## config.mk

```make
export PLATFORM = sky130hd
export DESIGN_NAME = alu_op_sequencer
export DESIGN_NICKNAME = d
export VERILOG_FILES = /design/src/rtl/alu_seq_pkg.sv /design/src/rtl/alu_op_sequencer.sv
export SDC_FILE = /design/constraint.sdc
export NUM_CORES = 1
export LEC_CHECK = 0
export ABC_CLOCK_PERIOD_IN_PS = 5000
export BUFFER_PORTS_ARGS = -buffer_cell sky130_fd_sc_hd__clkbuf_2
export CORE_MARGIN = 2
export CORE_UTILIZATION = 45
export DETAILED_ROUTE_END_ITERATION = 16
export GPL_TIMING_DRIVEN = 0
export MAX_ROUTING_LAYER = met4
export PLACE_DENSITY = 0.7
export SLEW_MARGIN = 20
export SYNTH_ARGS = -nofsm -noshare
export SYNTH_HDL_FRONTEND = slang
export SYNTH_SLANG_ARGS = --single-unit
export TNS_END_PERCENT = 20
```

## constraint.sdc

```tcl
create_clock -name i_clock -period 5 [get_ports i_clock]
set_input_delay 0.25 -clock i_clock [delete_from_list [all_inputs] [get_ports i_clock]]
set_output_delay 0.25 -clock i_clock [all_outputs]
set_load 0.01 [all_outputs]
```

## src/rtl/alu_seq_pkg.sv

```systemverilog
// ----------------------------------------------------------------------------
// alu_seq_pkg
// Shared definitions for alu_op_sequencer:
//   - ALU function-select codes driven on o_alu_fun_sel
//   - request opcode encoding for i_req_op
//   - sequencer state enumeration
// ----------------------------------------------------------------------------
package alu_seq_pkg;

    // ALU function-select codes (5-bit)
    localparam logic [4:0] FunPassA32 = 5'b10000;  // out = A
    localparam logic [4:0] FunAdd32   = 5'b10100;  // out = A + B
    localparam logic [4:0] FunAdc32   = 5'b10101;  // out = A + B + C flag

    // Request opcodes
    localparam logic OpAdd64 = 1'b0;
    localparam logic OpMul32 = 1'b1;

    // Width of the multiply step counter; 32 steps wrap it back to zero
    localparam int unsigned MulCntW = 5;

    typedef enum logic [2:0] {
        StIdle,
        StAddLo,
        StAddHi,
        StFlags,
        StMulStep,
        StDone
    } seq_state_e;

endpackage

```

## src/rtl/alu_op_sequencer.sv

```systemverilog
// ----------------------------------------------------------------------------
// alu_op_sequencer
// Sequences a 32-bit external ALU to perform either a 64-bit add (two
// chained 32-bit adds through the ALU carry flag) or a 32x32 multiply
// (32 fixed shift-and-add steps, low 32 product bits kept).
//
// Ports
//   i_clock, i_reset          clock, synchronous active-high reset
//   i_req_valid/o_req_ready   request handshake (ready only when idle)
//   i_req_op                  0 = ADD64, 1 = MUL32
//   i_req_x, i_req_y          operands (MUL32 uses bits [31:0])
//   o_rsp_valid/i_rsp_ready   response handshake
//   o_rsp_result, o_rsp_flags 64-bit result, flags {Z,C,N,O}
//   o_alu_a, o_alu_b          ALU operands
//   o_alu_fun_sel, o_alu_wf   ALU function select, flag write enable
//   i_alu_out, i_alu_flags    ALU combinational result, registered flags
// ----------------------------------------------------------------------------
module alu_op_sequencer
    import alu_seq_pkg::*;
(
    input  logic        i_clock,
    input  logic        i_reset,
    input  logic        i_req_valid,
    output logic        o_req_ready,
    input  logic        i_req_op,
    input  logic [63:0] i_req_x,
    input  logic [63:0] i_req_y,
    output logic        o_rsp_valid,
    input  logic        i_rsp_ready,
    output logic [63:0] o_rsp_result,
    output logic [3:0]  o_rsp_flags,
    output logic [31:0] o_alu_a,
    output logic [31:0] o_alu_b,
    output logic [4:0]  o_alu_fun_sel,
    output logic        o_alu_wf,
    input  logic [31:0] i_alu_out,
    input  logic [3:0]  i_alu_flags
);

    seq_state_e         r_state;
    seq_state_e         w_state_next;
    logic [63:0]        r_x;
    logic [63:0]        r_y;
    logic [31:0]        r_p;
    logic [31:0]        r_m;
    logic [31:0]        r_q;
    logic [MulCntW-1:0] r_cnt;
    logic [63:0]        r_result;
    logic [3:0]         r_flags;
    logic               w_mul_last;

    // The ALU zero flag only covers 32 bits; the 64-bit Z is computed here.
    logic w_unused_alu_z;
    assign w_unused_alu_z = i_alu_flags[3];

    assign w_mul_last   = (r_cnt == {MulCntW{1'b1}});
    assign o_rsp_result = r_result;
    assign o_rsp_flags  = r_flags;

    always_comb begin
        w_state_next  = r_state;
        o_req_ready   = 1'b0;
        o_rsp_valid   = 1'b0;
        o_alu_a       = 32'd0;
        o_alu_b       = 32'd0;
        o_alu_fun_sel = FunPassA32;
        o_alu_wf      = 1'b0;
        case (r_state)
            StIdle: begin
                o_req_ready = 1'b1;
                if (i_req_valid) begin
                    w_state_next = (i_req_op == OpMul32) ? StMulStep : StAddLo;
                end
            end
            StAddLo: begin
                o_alu_a       = r_x[31:0];
                o_alu_b       = r_y[31:0];
                o_alu_fun_sel = FunAdd32;
                o_alu_wf      = 1'b1;
                w_state_next  = StAddHi;
            end
            StAddHi: begin
                o_alu_a       = r_x[63:32];
                o_alu_b       = r_y[63:32];
                o_alu_fun_sel = FunAdc32;
                o_alu_wf      = 1'b1;
                w_state_next  = StFlags;
            end
            StFlags: begin
                w_state_next = StDone;
            end
            StMulStep: begin
                // Pass P through unchanged when the multiplier bit is clear.
                o_alu_a = r_p;
                if (r_q[0]) begin
                    o_alu_b       = r_m;
                    o_alu_fun_sel = FunAdd32;
                end
                if (w_mul_last) begin
                    w_state_next = StDone;
                end
            end
            StDone: begin
                o_rsp_valid = 1'b1;
                if (i_rsp_ready) begin
                    w_state_next = StIdle;
                end
            end
            default: begin
                w_state_next = StIdle;
            end
        endcase
    end

    always_ff @(posedge i_clock) begin
        if (i_reset) begin
            r_state  <= StIdle;
            r_x      <= 64'd0;
            r_y      <= 64'd0;
            r_p      <= 32'd0;
            r_m      <= 32'd0;
            r_q      <= 32'd0;
            r_cnt    <= '0;
            r_result <= 64'd0;
            r_flags  <= 4'd0;
        end else begin
            r_state <= w_state_next;
            case (r_state)
                StIdle: begin
                    if (i_req_valid) begin
                        r_x   <= i_req_x;
                        r_y   <= i_req_y;
                        r_p   <= 32'd0;
                        r_m   <= i_req_x[31:0];
                        r_q   <= i_req_y[31:0];
                        r_cnt <= '0;
                    end
                end
                StAddLo: r_result[31:0]  <= i_alu_out;
                StAddHi: r_result[63:32] <= i_alu_out;
                StFlags: r_flags <= {(r_result == 64'd0), i_alu_flags[2:0]};
                StMulStep: begin
                    r_p   <= i_alu_out;
                    r_m   <= r_m << 1;
                    r_q   <= r_q >> 1;
                    r_cnt <= r_cnt + 1'b1;
                    if (w_mul_last) begin
                        r_result <= {32'd0, i_alu_out};
                        r_flags  <= {(i_alu_out == 32'd0), 1'b0, i_alu_out[31], 1'b0};
                    end
                end
                default: ;
            endcase
        end
    end

endmodule

```

* Yosys cells after proc, flatten, opt, wreduce, memory -nomap -nowiden *
Index checks and enable logic that the tools add are counted.

storage, ports and cells
  register bits = 300
  bits in latches = 0
  memory bits (writable) = 0
  bits in read-only memories = 0
  input bits = 169
  word-level logic and storage cells = 60
  memories kept = 0

operators by class
  add/sub/neg operators = 1
  $mul = 0
  div/mod/pow operators = 0
  $lt $le $gt $ge = 0
  equality and inequality tests = 9
  shift operators = 0
  muxes and demuxes = 26
  bitwise operators = 0
  reductions and logical operators = 14

operator list
  kind                                                 number
  one-hot mux 32 bit (2 select lines)                  5
  one-hot mux 32 bit (3 select lines)                  2
  two-way mux 32 bit                                   4
  logical NOT 64 bit                                   1
  two-way mux 64 bit                                   1
  logical NOT 32 bit                                   1
  one-hot mux 3 bit (6 select lines)                   1
  two-way mux 3 bit                                    5
  one-hot mux 5 bit (2 select lines)                   1
  AND reduction 2 bit                                  5
  one-hot mux 3 bit (3 select lines)                   1
  one-hot mux 4 bit (2 select lines)                   1
  nonzero test 2 bit                                   4
  equality test 3 x 2 -> 1 bit, second input constant  2
  equality test 3 bit, second input constant           2
  != test 2 bit, second input constant                 3
  adder 5 x 1 -> 5 bit, second input constant          1
  equality test 5 bit, second input constant           1
  two-way mux 5 bit                                    1
  two-way mux 4 bit                                    1
  equality test 3 x 1 -> 1 bit, second input constant  1
  logical NOT 3 bit                                    1
  two-way mux 1 bit                                    3
  AND reduction 3 bit                                  1
  OR reduction 2 bit                                   1

* Depth between registers and ports, before layout *
Gate-level depths: netlist (run 1).

  depth in word-level cells = 3
  mapped depth = 8
  depth with buffers taken out = 8

* Worst setup path before layout (run 1) *
No wires, ideal clock.

  kind = register -> register
  start point = register r_cnt[0]
  end point = register r_state[0]
  library setup time = 0.115 ns
  arrival time = 1.823 ns
  data required time = 4.885 ns
  path slack = 3.063 ns
  stages on the path, launching flop included = 9
  buffers on the path = 0
  clock period less this slack = 1.937 ns
  cells stage by stage = dfxtp_1 > ha_1 > and3_1 > ha_1 > mux2i_1 > a21oi_1 > or2_1 > mux2_1 > o21a_1

on the way
  word-level cells in the longest chain between the ends = 3

RTL lines
  what                                  line                     source
  from (decl)                           alu_op_sequencer.sv:47   logic [MulCntW-1:0] r_cnt;
  from (signal assigned)                alu_op_sequencer.sv:146  r_cnt <= r_cnt + 1'b1;
  equality test 5 bit                   alu_op_sequencer.sv:56   assign w_mul_last = (r_cnt == {MulCntW{1'b1}});
  != test 2 bit (no source line)        -
  AND reduction 3 bit (no source line)  -
  to (signal assigned)                  alu_op_sequencer.sv:117  r_state <= StIdle;
  to (signal assigned)                  alu_op_sequencer.sv:127  r_state <= w_state_next;
  to (decl)                             alu_op_sequencer.sv:40   seq_state_e r_state;

No other way between the ends.
A chain may end at the register's enable or synchronous reset.

* Worst setup path after layout (run 1) *
  start point = register r_state[1]
  end point = output port o_alu_a[13]

on the way
  word-level cells in the longest chain between the ends = 2
  elaborated cells between the ends (all ways) = 4

RTL lines
  what                                         line                    source
  equality test 3 bit (tied with other cells)  alu_op_sequencer.sv:68  case (r_state)
  one-hot mux 32 bit (3 select lines) *        alu_op_sequencer.sv:68
  to (decl)                                    alu_op_sequencer.sv:32  output logic [31:0] o_alu_a,

Mark *: on every way between the ends. The rest lies on a longest branch, timed or not.

==> flow_metrics.tcl, run 1 <==
set metrics [dict create \
    tightest_slew_ns 0.741 \
    power.density_mw_per_mm2 523 \
    cp.required_ns 4.75 \
    path_common_cell "clkbuf_1" \
    drive_above_1_share 0.208 \
    p_leak_nw 6.82 \
    route.detailed.drc 0 \
    numCtsBuffers 31 \
    crit_path_max_incr_delay_ns 0.50 \
    grt.overflow.total 0 \
    comb_power_share 0.355 \
    fin_ws_ns 2.02 \
    portBuffers 303 \
    antenna_found_initial 0 \
    cts_root_buf "clkbuf_16" \
    synth_edf_count 0 \
    max-cap-violations 0 \
    final.min_clock_period_ns 2.98 \
    yosys.area_share.adder 0.00211 \
    yosysWarnings 0 \
    final.setup.tns_ns 0 \
    switchingPower_w 0.00336 \
    dp_hpwl_mm 31.9 \
    muxShareOfSynthArea 0.00179 \
    irDropWorstVdd_uv 311 \
    rr_startpoint "r_state[2]" \
    ys.flop_type "dfxtp_1" \
    netlist.area_leader.share 0.505 \
    nets 2185 \
    end_kind "output port" \
    clkSinkCount 300 \
    htree_levels 1 \
    synth-compound-area-share 0.208 \
    n_antenna_cell 0 \
    ys_seq_area_frac 0.505 \
    dr.pass1.iters 9 \
    synth_top_family_by_area "simple AND/OR/NAND/NOR gates" \
    crit_type "register to output port" \
    yosysTopAreaCell "dfxtp_1" \
    slew_viol_final 0 \
    design_area_sq_mm 0.0163 \
    core-area_sq_mm 0.0260 \
    placed_area_sq_mm 0.0138 \
    synth_cell_types 43 \
    hold_path_class "input pin to register" \
    synthArstFlopShare 0 \
    yosys.area_share.simple 0.219 \
    syn_area_sq_mm 0.0119 \
    drtAntennaViolNets 0 \
    crit_chain "buf_4, nor2b_1, clkbuf_1, clkbuf_1, a22oi_1, o21ai_0, clkbuf_2" \
    die_area_sq_mm 0.0277 \
    fp.dieH_um 167 \
    clock_skew_ns 0.0129 \
    area_growth_pct 37.6 \
    hold_ws_ns 0.00114 \
    status "finished, final reports clean" \
    grt_pass1_wl_mm 67.7 \
    critPathMaxFanout 10 \
    p_int_w 0.00519 \
    setup_violations 0 \
    min_from "i_req_x[17]" \
    wl_per_cell_um 18.8 \
    p_clk_frac 0.264 \
    clk_transition_reported_paths_ns 0.06 \
    synthCells 1523 \
    ys_ff_latch 300 \
    synth_xor_area_frac 0 \
    hold_viol_final 0 \
    grt_start_max_net_pins 16 \
    arrival_ns 2.73 \
    drt_iter0_drc 1556 \
    switching_share 0.393 \
    rsz0062_at_grt "false" \
    row_count 59 \
    grt_pass1_vias 12345 \
    max-slew-margin-rel 0.506 \
    start_util 0.457 \
    via_per_inst 5.65 \
    io_pins 309 \
    grt_usage 0.312 \
    cts_tree "yes" \
    power_frac_seq 0.381 \
    die_x_um 167 \
    cp-startpoint "r_state[1]" \
    cp-start-kind "register" \
    vias 13398 \
    syn_area_per_cell_sq_um 7.80 \
    post-place-ws_ns 2.71 \
    clockBufferDepth 3 \
    synth.top_cells.by_area "dfxtp_1, nand2_1, a21oi_1, a22oi_1, a31oi_1" \
    maxClockFrequency_ghz 0.336 \
    period_share 0.595 \
    place_congestion 0.930 \
    insertion_delay_ns 0.56 \
    cts_resized 0 \
    slowest_stage "clkbuf_1" \
    drt-total-wl_mm 44.6 \
]
## Yosys cell counts (2+ instances only)
master	count
nor3b_2	2
conb_1	2
and3_1	2
inv_1	36
o21ai_0	32
a21oi_1	207
nand4_1	5
a221oi_1	3
dfxtp_1	300
nor3_1	2
nor4_1	25
buf_4	11
clkbuf_1	64
and2_1	2
a22oi_1	65
ha_1	2
nor2_1	43
buf_2	54
nand3_1	33
a222oi_1	32
a31oi_1	62
nor2b_1	2
nand2_1	517
## worst max-delay path: cells and delay by family (launching register included)
family / cells / cell delay (ns)
AND/OR/NAND/NOR: 1 / 0.15
flip-flops: 1 / 0.37
AO/OA/AOI/OAI: 2 / 0.55
buffers and inverters: 4 / 1.07
## final timing paths
check / slack (ns) / endpoint / depth (start not counted)
worst min register to register: 0.46 / r_x[35] / 2
worst min-delay path: 0.001 / r_x[17] / 3
worst max-delay path: 2.02 / o_alu_a[13] / 7
worst max register to register: 2.82 / r_y[13] / 6
## logic make-up after synthesis
logic type	Yosys count
AO/OA/AOI/OAI	407
multiplexers	2
AND/OR/NAND/NOR	643
other	2
adder cells (fa/ha/maj)	2
flip-flops	300
buffers and inverters	167
## timing repair
item                      in CTS  in global routing
buffers inserted               0                  0
hold buffers                 154                  0
hold endpoints to repair     226                  0
## placed cells by master (no fill, tap or decap), drive strengths merged, types with 33 or more instances in the layout
| cell type | n |
|---|---|
| clkbuf | 417 |
| buf | 67 |
| a22oi | 65 |
| a21oi | 209 |
| nand3 | 33 |
| dfxtp | 300 |
| nor2 | 44 |
| dlygate4sd3 | 154 |
| inv | 38 |
| nand2 | 517 |
| o21ai | 33 |
| a31oi | 62 |
## registers in the layout (all words and copies together), names as in the netlist, 4 cells and up
name / flops
o_rsp_result: 64
r_x: 64
r_y: 64
r_m: 32
r_p: 32
r_q: 32
r_cnt: 5
o_rsp_flags: 4
## area by class of cell
| class | count | area (sq um) |
|---|---|---|
| Fill cell | 2278 | 9640 |
| Sequential cell | 300 | 6010 |
| Multi-Input combinational cell | 1057 | 5140 |
| Timing Repair Buffer | 457 | 3060 |
| Clock buffer | 50 | 917 |
| Buffer | 131 | 608 |
| Tap cell | 335 | 419 |
| Inverter | 36 | 135 |
| Clock inverter | 7 | 67.6 |
## metal layers
metal / global-route usage / share of wire
met5: - / 0
met4: 0.111 / 0.039
met3: 0.0366 / 0.076
met2: 0.489 / 0.46
met1: 0.419 / 0.43
## power by group through the flow
stage	clock network, W	logic [W]	registers [W]
6_report	0.00225	0.00303	0.00326
4_1_cts	0.00227	0.00295	0.00325
2_1_floorplan	0	0.00181	0.00322
5_1_grt	0.00236	0.00328	0.00331
3_5_place_dp	0	0.00284	0.00329
3_3_place_gp	0	0.00279	0.00328
## metrics by stage
step                      power [W]  std cells   util
after floorplan             0.00504       1524      -
final                       0.00855       2373  0.629
after global routing        0.00894       2373  0.629
after detailed placement    0.00613       2162  0.532
after global placement      0.00607       2162  0.532
after CTS                   0.00847       2373  0.629
(Power assumes the default switching activity.)
==> run 2: changes to the inputs <==
--- a/config.mk
+++ b/config.mk
@@ -5,14 +5,15 @@
 export SDC_FILE = /design/constraint.sdc
 export NUM_CORES = 1
 export LEC_CHECK = 0
-export ABC_CLOCK_PERIOD_IN_PS = 5000
+export ABC_AREA = 1
+export ABC_CLOCK_PERIOD_IN_PS = 3100
 export BUFFER_PORTS_ARGS = -buffer_cell sky130_fd_sc_hd__clkbuf_2
 export CORE_MARGIN = 2
 export CORE_UTILIZATION = 45
 export DETAILED_ROUTE_END_ITERATION = 16
 export GPL_TIMING_DRIVEN = 0
 export MAX_ROUTING_LAYER = met4
-export PLACE_DENSITY = 0.7
+export PLACE_DENSITY = 0.69
 export SLEW_MARGIN = 20
 export SYNTH_ARGS = -nofsm -noshare
 export SYNTH_HDL_FRONTEND = slang
==> constraint.sdc (replaced) <==
create_clock -name i_clock -period 3.1 [get_ports i_clock]
set_input_delay 0.155 -clock i_clock [delete_from_list [all_inputs] [get_ports i_clock]]
set_output_delay 0.155 -clock i_clock [all_outputs]
set_load 0.01 [all_outputs]
==> run 2 against run 1 <==
Die area increased by 4.7%. Core utilization up 0.42 points. Non-clock buffer count decreased by 2. Clock power rose by 76%. Critical path depth is the same. Global-route usage up 0.067 points. Synthesized cell count is 16% higher. Synthesized area up 4.8%. Cell count rose by 11%. Combinational power is 73% higher. Hold slack improved by 0.016 ns. Wire length is 1.4% higher. Critical path type unchanged. Largest cell class unchanged.
==> flow_metrics.tcl, run 2 <==
set metrics [dict create \
    status "finished, final reports clean" \
    die_area_sq_mm 0.0290 \
    synth_common_cells "nand2_1, dfxtp_1, a21oi_1" \
    max-slew-margin-rel 0.461 \
    grt_start_max_net_pins 13 \
    ys_ff_latch 300 \
    whs_endpoint "r_state[2]" \
    switchingPower_w 0.00562 \
    insertion_delay_ns 0.51 \
    portBuffers 304 \
    final_cell_mix "nand2_1, clkbuf_2, dfxtp_1, a21oi_1, dlygate4sd3_1" \
    min_from "i_req_valid" \
    die_x_um 170 \
    end_kind "output port" \
    row_count 60 \
    cp.required_ns 2.94 \
    syn_area_sq_mm 0.0125 \
    nets 2437 \
    critPathMaxFanout 10 \
    grt_pass1_vias 12921 \
    hold_viol_final 0 \
    dr.pass1.iters 6 \
    grt.overflow.total 0 \
    holdPathStages 3 \
    numCtsBuffers 34 \
    comb_power_share 0.360 \
    antenna_found_initial 0 \
    p_clk_frac 0.272 \
    htree_levels 2 \
    io_pins 309 \
    synth.top_cells.by_area "dfxtp_1, nand2_1, a21oi_1, inv_1, nand3_1" \
    yosysMostFrequentCell "nand2_1" \
    yosysWarnings 0 \
    core-area_sq_mm 0.0270 \
    syn_area_per_cell_sq_um 7.06 \
    period_share 0.897 \
    n_antenna_cell 0 \
    r2r_slack_ns 1.00 \
    slowest_stage "clkbuf_1" \
    rr_startpoint "r_cnt[0]" \
    ys_seq_area_frac 0.482 \
    placed_cells 2409 \
    p_int_w 0.00892 \
    synthArstFlopShare 0 \
    instances_no_fill 2628 \
    grt_usage 0.313 \
    p_leak_nw 7.83 \
    crit_path_max_incr_delay_ns 0.50 \
    arrival_ns 2.63 \
    drt_iter0_drc 1325 \
    vias 13920 \
    via_per_inst 5.30 \
    wl_per_cell_um 17.2 \
    clk_transition_reported_paths_ns 0.06 \
    cts_tree "yes" \
    tightest_slew_ns 0.808 \
    yosysTopAreaCell "dfxtp_1" \
    crit_chain "inv_1, nor3_1, buf_2, clkbuf_1, nand2_1, o211ai_1, clkbuf_2" \
    cp-start-kind "register" \
    area_growth_pct 37.5 \
    dp_hpwl_mm 33.2 \
    clock_skew_ns 0.0161 \
    hold_path_class "input pin to register" \
    slew_viol_final 0 \
    place_congestion 0.961 \
    num-fill-cells 2456 \
    max-cap-violations 0 \
    final_common_cell "nand2_1" \
    power_frac_seq 0.368 \
    drt-total-wl_mm 45.2 \
    fp.dieH_um 170 \
    synthCells 1763 \
    rsz0062_at_grt "false" \
    crit_type "register to output port" \
    irDropWorstVdd_uv 448 \
    switching_share 0.386 \
    synth_edf_count 0 \
    cts_root_buf "clkbuf_16" \
    route.detailed.drc 0 \
    synth_cell_types 26 \
    ys.flop_type "dfxtp_1" \
    cts_setup_buffers 0 \
    r2r_cells 10 \
    clkSinkCount 300 \
    netlist.area_leader.share 0.482 \
    setup_violations 0 \
    clockBufferDepth 3 \
    drtAntennaViolNets 0 \
    maxClockFrequency_ghz 0.360 \
    start_util 0.461 \
    power.density_mw_per_mm2 849 \
    drive_above_1_share 0.186 \
    final.min_clock_period_ns 2.78 \
    grt_pass1_wl_mm 69.0 \
    final.setup.tns_ns 0 \
    worstReg2RegEnd "o_rsp_result[28]" \
]
## run 2: critical path, delay by kind of cell (launching register included)
kind            cells  cell delay [ns]
compound gates      1             0.13
buf+inv             4             1.15
flops               1             0.36
simple gates        2             0.48
## run 2: logic make-up after synthesis
logic type	count (synthesis)	synth area share
other	2	0.000603
buffers and inverters	274	0.0924
and+or+nand+nor	800	0.255
adders and majority gates	2	0.00201
AOI/OAI and AO/OA	385	0.168
DFF	300	0.482
## run 2: power by group through the flow
stage,clock (W),sequential (W),combinational (W)
after floorplan,0,0.00535,0.00317
after global placement,0,0.00538,0.00488
after detailed placement,0,0.00540,0.00496
after CTS,0.00399,0.00532,0.00514
after global routing,0.00417,0.00543,0.00581
final,0.00396,0.00534,0.00524
## run 2: layout make-up
cell class | instances | area (sq um) | area share
multi-input cells | 1190 | 5300 | 0.310
flip-flops and latches | 300 | 6010 | 0.351
clock buffers | 53 | 1040 | 0.0610
clock inverters | 4 | 51.3 | 0.00300
well taps | 341 | 427 | 0.0249
repair buffers | 466 | 3140 | 0.184
inverters | 154 | 581 | 0.0339
plain buffers | 120 | 569 | 0.0333
## run 2: per-layer routing
layer	wire, um	vias to the layer above	GRT usage
met2	20600	596	0.494
met4	1720	0	0.114
met5	0	-	-
met3	2840	127	0.0372
li1	-	6660	-
met1	20000	6537	0.415
## run 2: what timing repair did
action | in CTS | in global routing
gates resized for setup | 0 | 0
hold endpoints to repair | 254 | 0
hold buffers | 162 | 0
## run 2: worst max-delay path by stage
stage               startpoint  cells past startpoint                to  slack [ns]
floorplan             r_cnt[0]                     10  o_rsp_result[10]        1.59
global placement    r_state[0]                      7       o_alu_a[20]        0.83
detailed placement  r_state[0]                      7       o_alu_a[20]        0.85
CTS                 r_state[0]                      7       o_alu_a[20]        0.29
global route        r_state[0]                      7       o_alu_a[20]        0.20
finish              r_state[0]                      7       o_alu_a[20]        0.32
## run 2: per-stage QoR
step	area (sq um)	setup WS (ns)	utilization	hold WS [ns]	total power (W)
2_1_floorplan	12500	1.59	-	0.290	0.00852
3_3_place_gp	14400	0.831	0.533	0.394	0.0103
3_5_place_dp	14400	0.847	0.533	0.398	0.0104
4_1_cts	17100	0.287	0.633	0.0142	0.0145
5_1_grt	17100	0.199	0.633	0.0365	0.0154
6_report	17100	0.319	0.633	0.0173	0.0145
==> run 3: changes to the inputs <==
--- a/config.mk
+++ b/config.mk
@@ -14,6 +14,7 @@
 export GPL_TIMING_DRIVEN = 0
 export MAX_ROUTING_LAYER = met4
 export PLACE_DENSITY = 0.69
+export RECOVER_POWER = 25
 export SLEW_MARGIN = 20
 export SYNTH_ARGS = -nofsm -noshare
 export SYNTH_HDL_FRONTEND = slang
==> run 3 against run 2 <==
Power fell by 0.62%. Setup slack improved by 0.0046 ns. Sequential power about the same.
==> flow_metrics.tcl, run 3 (same netlist as run 2, synthesis figures left out) <==
set metrics [dict create \
    power.density_mw_per_mm2 850 \
    grt_pass1_vias 12921 \
    final.setup.tns_ns 0 \
    slowest_stage "clkbuf_1" \
    slew_viol_final 0 \
    status "finished, final reports clean" \
    arrival_ns 2.62 \
    n_antenna_cell 0 \
    switching_share 0.388 \
    portBuffers 304 \
    crit_chain "inv_1, nor3_1, buf_2, clkbuf_1, nand2_1, o211ai_1, clkbuf_2" \
    end_kind "output port" \
    maxClockFrequency_ghz 0.360 \
    period_share 0.896 \
    drt-total-wl_mm 45.3 \
    clk_transition_reported_paths_ns 0.06 \
    route.detailed.drc 0 \
    hold_path_class "input pin to register" \
    nets 2437 \
    finalPower_w 0.0145 \
    tightest_slew_ns 0.836 \
    cp.required_ns 2.94 \
    vias 13897 \
    multi_input_area_sq_mm 0.00528 \
    io_pins 309 \
    final_common_cell "nand2_1" \
    wl_per_cell_um 17.2 \
    start_util 0.461 \
    p_int_w 0.00884 \
    num-fill-cells 2493 \
    area_growth_pct 36.5 \
    grt.overflow.total 0 \
    insertion_delay_ns 0.51 \
    rsz0062_at_grt "false" \
    comb_power_share 0.356 \
    seqCellArea_sq_mm 0.00601 \
    hold_viol_final 0 \
    dr.pass1.iters 6 \
    grtUsageMet2 0.494 \
    instances_no_fill 2628 \
    place_congestion 0.961 \
    critPathMaxFanout 10 \
    numCtsBuffers 34 \
    use_met3 0.0372 \
    crit_type "register to output port" \
    grt_start_max_net_pins 13 \
    setup_violations 0 \
    fp.dieH_um 170 \
    cp-start-kind "register" \
    dp_hpwl_mm 33.2 \
    p_leak_nw 7.56 \
    via_per_inst 5.29 \
    cts_root_buf "clkbuf_16" \
    switchingPower_w 0.00561 \
    irDropWorstVdd_uv 448 \
    placed_area_sq_mm 0.0144 \
    die_area_sq_mm 0.0290 \
    clkSinkCount 300 \
    design_area_sq_mm 0.0170 \
    grt_pass1_wl_mm 69.0 \
    final.min_clock_period_ns 2.78 \
    die_x_um 170 \
    grt_use_met1 0.415 \
    row_count 60 \
    htree_levels 2 \
    cts_setup_buffers 0 \
    core-area_sq_mm 0.0270 \
    busiest_layer "met2" \
    power_frac_seq 0.370 \
    grt_usage 0.313 \
    cts_tree "yes" \
    hold_ws_ns 0.0182 \
    drt_iter0_drc 1330 \
    clockBufferDepth 3 \
    clock_skew_ns 0.0134 \
    final_cell_mix "nand2_1, dfxtp_1, clkbuf_2, a21oi_1, dlygate4sd3_1" \
    max-slew-margin-rel 0.442 \
    placed_cells 2409 \
    drive_above_1_share 0.150 \
    max-cap-violations 0 \
    p_clk_frac 0.274 \
    antenna_found_initial 0 \
    crit_path_max_incr_delay_ns 0.50 \
    drtAntennaViolNets 0 \
]
-- run 3: cell count changes in the layout (fill, tap and decap cells not counted), sizes merged --
cell	before	now
buf	75	65
clkbuf	402	412
-- run 3: stage by stage --
| stage | setup WS, ns | utilization |
|---|---|---|
| 2_1_floorplan | 1.59 | - |
| 3_3_place_gp | 0.831 | 0.533 |
| 3_5_place_dp | 0.847 | 0.533 |
| 4_1_cts | 0.287 | 0.633 |
| 5_1_grt | 0.221 | 0.629 |
| 6_report | 0.323 | 0.629 |
-- run 3: area by class of cell --
| cell class | instances | area share |
|---|---|---|
| sequential | 300 | 0.353 |
| multi-input combinational | 1190 | 0.311 |
| timing repair buffer | 466 | 0.180 |
| clock buffer | 53 | 0.0614 |
| inverter | 154 | 0.0342 |
| buffer | 120 | 0.0328 |
| tap | 341 | 0.0251 |
| clock inverter | 4 | 0.00302 |
-- run 3: worst max-delay path, delay by kind of cell (launching register included) --
family,cells,cell delay [ns]
compound gates,1,0.14
buf+inv,4,1.15
flops,1,0.34
simple gates,2,0.48
-- run 3: per-layer routing --
layer  vias to the layer above  share of wire
met4                         0          0.033
met2                       593           0.46
met5                         -              0
met3                       107          0.062
met1                      6536           0.45
li1                       6661              -
-- run 3: final timing paths --
check / slack, ns / startpoint / cells past startpoint / to
min reg2reg: 0.45 / r_y[57] / 2 / r_y[57]
max: 0.32 / r_state[0] / 7 / o_alu_a[20]
max reg2reg: 0.73 / r_state[1] / 8 / r_x[53]
min: 0.02 / i_req_valid / 3 / r_state[2]
-- run 3: what timing repair did --
| action | CTS | global route |
|---|---|---|
| endpoints found under the setup margin | 0 | 0 |
| hold endpoints to repair | 254 | 0 |
| hold buffers | 162 | 0 |
| resized for setup | 0 | 0 |
-- run 3: power by group through the flow --
stage	clock network [W]	logic, W	registers, W
after floorplan	0	0.00317	0.00535
after global placement	0	0.00488	0.00538
after detailed placement	0	0.00496	0.00540
after CTS	0.00399	0.00514	0.00532
after global routing	0.00417	0.00572	0.00543
final	0.00396	0.00515	0.00534
